`config.mk`:
```
export PLATFORM = sky130hd
export DESIGN_NAME = imm_extend_stage
export DESIGN_NICKNAME = d
export VERILOG_FILES = /design/src/rtl/imm_extend_stage.sv
export SDC_FILE = /design/constraint.sdc
export NUM_CORES = 1
export LEC_CHECK = 0
export CORE_MARGIN = 8
export CORE_UTILIZATION = 54
export CTS_BUF_LIST = sky130_fd_sc_hd__clkbuf_16
export DETAILED_ROUTE_END_ITERATION = 8
export PLACE_DENSITY_LB_ADDON = 0.25
export SYNTH_ARGS = -nofsm -noshare
export SYNTH_HDL_FRONTEND = slang
export SYNTH_SLANG_ARGS = --single-unit
```
`constraint.sdc`:
```
create_clock -name clk -period 7.3 [get_ports clk]
set_input_delay 1.825 -clock clk [delete_from_list [all_inputs] [get_ports clk]]
set_output_delay 1.825 -clock clk [all_outputs]
set_load 0.02 [all_outputs]
```
`src/rtl/imm_extend_stage.sv`:
```
// Immediate extension stage: decodes a RISC-V immediate from the raw
// instruction word and buffers the result with its tag in a small FIFO.
// The decode is registered into the FIFO, so latency is exactly one cycle.
module imm_extend_stage #(
  parameter int unsigned XLEN  = 32,
  parameter int unsigned TAG_W = 5,
  parameter int unsigned DEPTH = 2
) (
  input  logic             clk,
  input  logic             reset,
  input  logic             flush,
  input  logic             in_valid,
  output logic             in_ready,
  input  logic [31:0]      Instr,
  input  logic [2:0]       ImmSrc,
  input  logic [TAG_W-1:0] in_tag,
  output logic             out_valid,
  input  logic             out_ready,
  output logic [XLEN-1:0]  ImmExt,
  output logic [TAG_W-1:0] out_tag,
  output logic             out_illegal,
  output logic [7:0]       illegal_cnt
);

  localparam int unsigned PTR_W = (DEPTH > 1) ? $clog2(DEPTH) : 1;
  localparam int unsigned CNT_W = PTR_W + 1;

  localparam logic [2:0] SRC_I     = 3'b000;
  localparam logic [2:0] SRC_S     = 3'b001;
  localparam logic [2:0] SRC_B     = 3'b010;
  localparam logic [2:0] SRC_J     = 3'b011;
  localparam logic [2:0] SRC_U     = 3'b100;
  localparam logic [2:0] SRC_SHAMT = 3'b101;
  localparam logic [2:0] SRC_ZIMM  = 3'b110;

  // Decode results
  logic [31:0]      imm32_c;
  logic             sext_c;
  logic             illegal_c;
  logic [5:0]       shamt_c;
  logic [XLEN-1:0]  imm_c;

  // FIFO storage and control
  logic [XLEN-1:0]  imm_mem_q [DEPTH];
  logic [TAG_W-1:0] tag_mem_q [DEPTH];
  logic             ill_mem_q [DEPTH];

  logic [PTR_W-1:0] wr_ptr_q, wr_ptr_d;
  logic [PTR_W-1:0] rd_ptr_q, rd_ptr_d;
  logic [CNT_W-1:0] count_q,  count_d;
  logic [7:0]       ill_cnt_q, ill_cnt_d;

  logic             full_c;
  logic             push_c;
  logic             pop_c;

  // The opcode field never contributes to an immediate.
  logic             unused_opcode;
  assign unused_opcode = ^Instr[6:0];

  // Shift amount is 5 bits on RV32 and 6 bits on RV64.
  always_comb begin
    shamt_c = (XLEN == 64) ? Instr[25:20] : {1'b0, Instr[24:20]};
  end

  // Immediate decode into a 32-bit value plus a sign-extend flag.
  always_comb begin
    imm32_c   = '0;
    sext_c    = 1'b0;
    illegal_c = 1'b0;
    case (ImmSrc)
      SRC_I: begin
        imm32_c = {{20{Instr[31]}}, Instr[31:20]};
        sext_c  = 1'b1;
      end
      SRC_S: begin
        imm32_c = {{20{Instr[31]}}, Instr[31:25], Instr[11:7]};
        sext_c  = 1'b1;
      end
      SRC_B: begin
        imm32_c = {{20{Instr[31]}}, Instr[7], Instr[30:25], Instr[11:8], 1'b0};
        sext_c  = 1'b1;
      end
      SRC_J: begin
        imm32_c = {{12{Instr[31]}}, Instr[19:12], Instr[20], Instr[30:21], 1'b0};
        sext_c  = 1'b1;
      end
      SRC_U: begin
        imm32_c = {Instr[31:12], 12'b0};
        sext_c  = 1'b1;
      end
      SRC_SHAMT: begin
        imm32_c = {26'b0, shamt_c};
      end
      SRC_ZIMM: begin
        imm32_c = {27'b0, Instr[19:15]};
      end
      default: begin
        imm32_c   = '0;
        illegal_c = 1'b1;
      end
    endcase
  end

  // Widen to XLEN; sign extension only matters above bit 31 on RV64.
  always_comb begin
    if (sext_c) begin
      imm_c = XLEN'($signed(imm32_c));
    end else begin
      imm_c = XLEN'(imm32_c);
    end
  end

  // Handshake: a full buffer still accepts when the head leaves this cycle.
  always_comb begin
    full_c    = (count_q == CNT_W'(DEPTH));
    in_ready  = !full_c || out_ready;
    out_valid = (count_q != '0);
    push_c    = in_valid && in_ready && !flush;
    pop_c     = out_valid && out_ready && !flush;
  end

  // Next-state for pointers, occupancy and the illegal counter.
  always_comb begin
    wr_ptr_d  = wr_ptr_q;
    rd_ptr_d  = rd_ptr_q;
    count_d   = count_q;
    ill_cnt_d = ill_cnt_q;

    if (flush) begin
      wr_ptr_d = '0;
      rd_ptr_d = '0;
      count_d  = '0;
    end else begin
      if (push_c) begin
        wr_ptr_d = PTR_W'(wr_ptr_q + PTR_W'(1));
      end
      if (pop_c) begin
        rd_ptr_d = PTR_W'(rd_ptr_q + PTR_W'(1));
      end
      case ({push_c, pop_c})
        2'b10:   count_d = CNT_W'(count_q + CNT_W'(1));
        2'b01:   count_d = CNT_W'(count_q - CNT_W'(1));
        default: count_d = count_q;
      endcase
    end

    if (push_c && illegal_c && (ill_cnt_q != 8'hFF)) begin
      ill_cnt_d = 8'(ill_cnt_q + 8'd1);
    end
  end

  // Control registers; reset wins over flush and over any transfer.
  always_ff @(posedge clk) begin
    if (reset) begin
      wr_ptr_q  <= '0;
      rd_ptr_q  <= '0;
      count_q   <= '0;
      ill_cnt_q <= '0;
    end else begin
      wr_ptr_q  <= wr_ptr_d;
      rd_ptr_q  <= rd_ptr_d;
      count_q   <= count_d;
      ill_cnt_q <= ill_cnt_d;
    end
  end

  // Payload storage; contents are don't-care while the slot is empty.
  always_ff @(posedge clk) begin
    if (!reset && push_c) begin
      imm_mem_q[wr_ptr_q] <= imm_c;
      tag_mem_q[wr_ptr_q] <= in_tag;
      ill_mem_q[wr_ptr_q] <= illegal_c;
    end
  end

  // Head outputs read straight from storage, forced to zero when empty.
  always_comb begin
    ImmExt      = '0;
    out_tag     = '0;
    out_illegal = 1'b0;
    if (out_valid) begin
      ImmExt      = imm_mem_q[rd_ptr_q];
      out_tag     = tag_mem_q[rd_ptr_q];
      out_illegal = ill_mem_q[rd_ptr_q];
    end
  end

  assign illegal_cnt = ill_cnt_q;

endmodule

```
# Word-level counts from Yosys, hierarchy flattened
# Memories as Yosys holds them, arrays and structs flattened. A register that Yosys moved wholly into a read port is not among the register bits.
# Index checks and enable logic that the tools add are counted.
[totals] ff_bits=12 ram_bits=76 inputBits=45 n_memories=3
[classes] n_addsub=5 n_eq_ne=10 muxes=14 reduce_logical=16
[mem_list] name="imm_mem_q" depth=2 word_bits=32 rd=1 rd_clocked_by_memory_dff=1 wr=1 line_no="44" source="logic [XLEN-1:0] imm_mem_q [DEPTH];"
[mem_list] name="tag_mem_q" depth=2 word_bits=5 rd=1 rd_clocked_by_memory_dff=1 wr=1 line_no="45" source="logic [TAG_W-1:0] tag_mem_q [DEPTH];"
[mem_list] name="ill_mem_q" depth=2 word_bits=1 rd=1 rd_clocked_by_memory_dff=1 wr=1 line_no="46" source="logic ill_mem_q [DEPTH];"
[ops] cell="32-bit one-hot mux with 7 select lines" n=1
[ops] cell="32-bit two-way mux" n=1
[ops] cell="1-bit two-way mux" n=10
[ops] cell="3-bit == test, second input constant" n=3
[ops] cell="8-bit by 1-bit adder with 8-bit output, second input constant" n=1
[ops] cell="8-bit != test, second input constant" n=1
[ops] cell="1-bit logical AND" n=7
[ops] cell="7-bit OR reduction" n=1
[ops] cell="3-bit by 2-bit == test with 1-bit output, second input constant" n=2
[ops] cell="5-bit two-way mux" n=1
[ops] cell="2-bit == test, second input constant" n=2
[ops] cell="2-bit one-hot mux with 2 select lines" n=1
[ops] cell="2-bit nonzero test" n=2
[ops] cell="3-bit by 1-bit == test with 1-bit output, second input constant" n=1
[ops] cell="1-bit zero test" n=3
[ops] cell="3-bit zero test" n=1
[ops] cell="1-bit adder, second input constant" n=2
[ops] cell="2-bit by 1-bit adder with 2-bit output, second input constant" n=1
[ops] cell="2-bit by 1-bit == test with 1-bit output, second input constant" n=1
[ops] cell="2-bit OR reduction" n=1
[ops] cell="2-bit by 1-bit subtractor with 2-bit output, second input constant" n=1
[ops] cell="1-bit logical OR" n=1

# Depth between registers and ports, before layout
[depth] word_depth=8 depth_mapped=9 depth_no_buf=9

# Worst setup path after synthesis
# OpenSTA, ideal clock, no wires.
[synth_timing] path_type="input port to flip-flop" from="input port flush" to="memory ill_mem_q[1] (enable)" t_arrival_ns=5.088 required_time_ns=6.811 setup_slack_ns=1.723 cell_stages=3 n_path_buf=1 cell_sequence="buf_1 > nand3b_1 > nor3b_1"
[synth_via] elab_chain_cells=5
[synth_lines] element="start: declaration" line_no="11" source="input logic flush,"
[synth_lines] element="1-bit zero test" line_no="119" source="push_c = in_valid && in_ready && !flush;"
[synth_lines] element="1-bit logical AND" line_no="119"
[synth_lines] element="1-bit logical AND" line_no="170" source="if (!reset && push_c) begin"
[synth_lines] element="1-bit two-way mux" line_no="170"
[synth_lines] element="1-bit two-way mux (implied by the code)" line_no="173" source="ill_mem_q[wr_ptr_q] <= illegal_c;"
[synth_lines] element="end: declaration" line_no="46"
# Every way passes these cells.

# Final worst setup path
[layout_timing] from="input port out_ready" to="output port in_ready"
[layout_via] elab_chain_cells=1
[layout_lines] element="start: declaration" line_no="18" source="input logic out_ready,"
[layout_lines] element="1-bit logical OR" line_no="117" source="in_ready = !full_c || out_ready;"
[layout_lines] element="end: declaration" line_no="13" source="output logic in_ready,"
# Every way passes these cells.

==> results.ini <==
[outcome]
status = completed

[synth]
synth_common_cells = edfxtp_1 (76), nor2_1 (45), mux2i_1 (44)
syn_inst = 325
postSynthAreaPerCell_um2 = 12.49
synth_nets = 372
synth_top_area_cell = edfxtp_1
netlist.area_leader.share_pct = 56.21
synth_edf_count = 76
synthArstFlopShare_pct = 0
yosys_warnings = 0
yosysUniqueCellTypes = 42
syn-cell-area_um2 = 4060
yosys_register_bits = 89
yosysMostFrequentCell = edfxtp_1
synth_ff_type = edfxtp_1
seq_area_frac_synth_pct = 62.62
synthTopCellsByArea = edfxtp_1 (56%), mux2i_1 (11%), dfxtp_1 (6.4%), nor2_1 (4.2%), a21oi_1 (2.6%)

[clock_tree]
clkTransAtPathRegs_ns = 0.06
cts_buffers = 9
cts_resized = 0
cts_tree = built
clkSinkCount = 89
postCtsHoldBufs = 0
cts_root_buf = clkbuf_16
htreeDepth = 3
clk_latency_ns = 0.32
postCtsSetupBuffers = 0
cts_max_path_buffers = 2

[floorplanning]
die_x_um = 102.7
row_count = 31
die_h_um = 102.7
dieArea_um2 = 10550
design.core.area_um2 = 7253
ios = 93
start_util_pct = 55.98

[layout]
diodes = 0
postLayoutCellArea_um2 = 5236
layout-drive-gt1-share_pct = 6.618
utilization_pct = 72.19
nNetsFinal = 450
area_growth_pct = 28.97

[pwr]
power.internal_uw = 839.1
p_per_area_nw_per_um2 = 204.5
ir_drop_uv = 158.5
swShare_pct = 21.63
p_seq_share_pct = 53.0
p_clk_share_pct = 36.9
p_sw_uw = 231.6
leakage_nw = 1.758
combPwrFrac_pct = 10.1

[timing]
rsz0062_at_grt = false
final.period_utilization_pct = 69.25
fin_setup_tns_ns = 0
setup_viol = 0
fmax_mhz = 197.8
slew_headroom_pct = 43.73
drv_slew = 0
hold_violations = 0
period_needed_ns = 5.055
worstMarginPinSlew_ns = 0.8423
finClkSkew_ns = 0.004416

[worst_setup_path]
worst-endpoint-arrival_ns = 3.23
path_cells = clkdlybuf4s50_1 -> or3b_4 -> clkdlybuf4s50_1
worstPathRequired_ns = 5.48
r2r_slack_ns = 5.32
crit_path_frequent_cell = clkdlybuf4s50_1
startpoint = out_ready
worst_setup_path_end_kind = output port
criticalPathCategory = in -> out
slowest_delay_ns = 0.55
reg2regPathDepth = 5
crit_buf_inv = 2
crit_path_start_kind = primary input
timing.rr.start = illegal_cnt[0]
cp_top_family = buffers and inverters
cp_max_fo = 4
cpMaxStageDelayCell = clkdlybuf4s50_1
path_depth = 3
r2r-end = illegal_cnt[2]
endpoint = in_ready

[worst_hold_path]
hp-start = illegal_cnt[1]
hold_class = reg -> reg

[placement]
gp_congestion = 0.8213
hpwl_um = 5962
port_buffers = 85
place_area_um2 = 4979

[route]
wl_per_cell_um = 17.77
vias = 2872
drt_iter0_drc = 171
wl_um = 9009
vias_per_cell = 5.665
ant_nets = 0
remaining_drc_errors = 0
firstDrtPassIters = 4

[global_route]
grt_pass1_vias = 2905
grt_pass1_wl_um = 14030
antenna_found_initial = 0
overflow = 0
grt_usage_pct = 17.32
grt_max_degree = 40

[flow_run]
cap_violations = 0

## sequential cells by signal (all words and copies together) (netlist names), named ones only
register     flops
imm_mem_q       64
count_q          2
illegal_cnt      8
wr_ptr_q         1
rd_ptr_q         1
ill_mem_q        2
tag_mem_q       10
## stage by stage
| step | total power [mW] | hold WS [ns] | instances | worst slack, ns |
|---|---|---|---|---|
| after global routing | 1.109 | 0.5069 | 507 | 2.226 |
| final | 1.071 | 0.4969 | 507 | 2.245 |
| after CTS | 1.075 | 0.4985 | 507 | 2.250 |
| after detailed placement | 0.6852 | 0.4904 | 491 | 2.255 |
| after floorplan | 0.6362 | 0.5200 | 325 | 1.723 |
| after global placement | 0.6815 | 0.4826 | 491 | 2.258 |
## kinds of logic (layout without fill, tap and decap cells)
group,after synthesis,in the layout,share of synthesized area [%]
fa+ha+maj,2,2,0.6162
mux,45,45,11.12
compound gates,60,60,9.492
flops,89,89,62.62
xor+xnor,5,5,1.079
buf+inv,28,111,3.205
simple gates,96,96,11.86
## worst min path at each step
| stage | cells past startpoint | slack, ns | to |
|---|---|---|---|
| 2_1_floorplan | 2 | 0.52 | flop |
| 3_3_place_gp | 2 | 0.48 | illegal_cnt[1] |
| 3_5_place_dp | 2 | 0.49 | illegal_cnt[1] |
| 4_1_cts | 2 | 0.50 | illegal_cnt[1] |
| 5_1_grt | 2 | 0.51 | illegal_cnt[1] |
| 6_report | 2 | 0.50 | illegal_cnt[1] |
## cell usage in the layout, fill, tap and decap left out, drive strengths merged, types with 2 or more instances in the layout
cell type	synthesis	layout
xor2	3	3
buf	13	6
or4	2	2
nand3	2	2
mux2i	44	44
inv	4	7
dfxtp	13	13
o21ai	6	6
a21oi	21	21
o22ai	8	8
o31ai	2	2
clkdlybuf4s50	0	85
and2b	3	3
a211oi	2	2
nor2	45	45
xnor2	2	2
nor3	7	7
clkbuf	11	9
clkinv	0	4
nand2	14	14
a21o	11	11
or2	2	2
a22o	4	4
a221oi	2	2
ha	2	2
edfxtp	76	76
nor2b	10	10
and2	3	3
## area by class of cell
| class | instances | area (um2) |
|---|---|---|
| multi-input cells | 208 | 1400 |
| repair buffers | 91 | 895.9 |
| inverters | 4 | 15.01 |
| fillers | 502 | 2017 |
| well taps | 99 | 123.9 |
| flip-flops and latches | 89 | 2544 |
| clock buffers | 9 | 225.2 |
| clock inverters | 7 | 32.53 |
## layer usage
| layer | wire (um) | share of wire (%) | track usage (%) |
|---|---|---|---|
| met1 | 3497 | 39 | 19.57 |
| met2 | 4708 | 52 | 30.47 |
| met3 | 703 | 7.8 | 4.659 |
| met4 | 99 | 1.1 | 6.659 |
| met5 | 0 | 0 | 0 |
## power by group through the flow
stage          Combinational (mW)  Clock [mW]  Sequential, mW
5_1_grt                     0.116       0.425           0.568
3_3_place_gp                0.104           0           0.578
6_report                    0.108       0.395           0.567
4_1_cts                     0.108       0.400           0.567
3_5_place_dp                0.107           0           0.578
2_1_floorplan              0.0582           0           0.578
## worst min-delay path, stage by stage (launching register included)
cell	delay, ns
dfxtp_1	0.34
nand2_1	0.06
mux2i_1	0.05
Power figures use the tool's default switching activity.
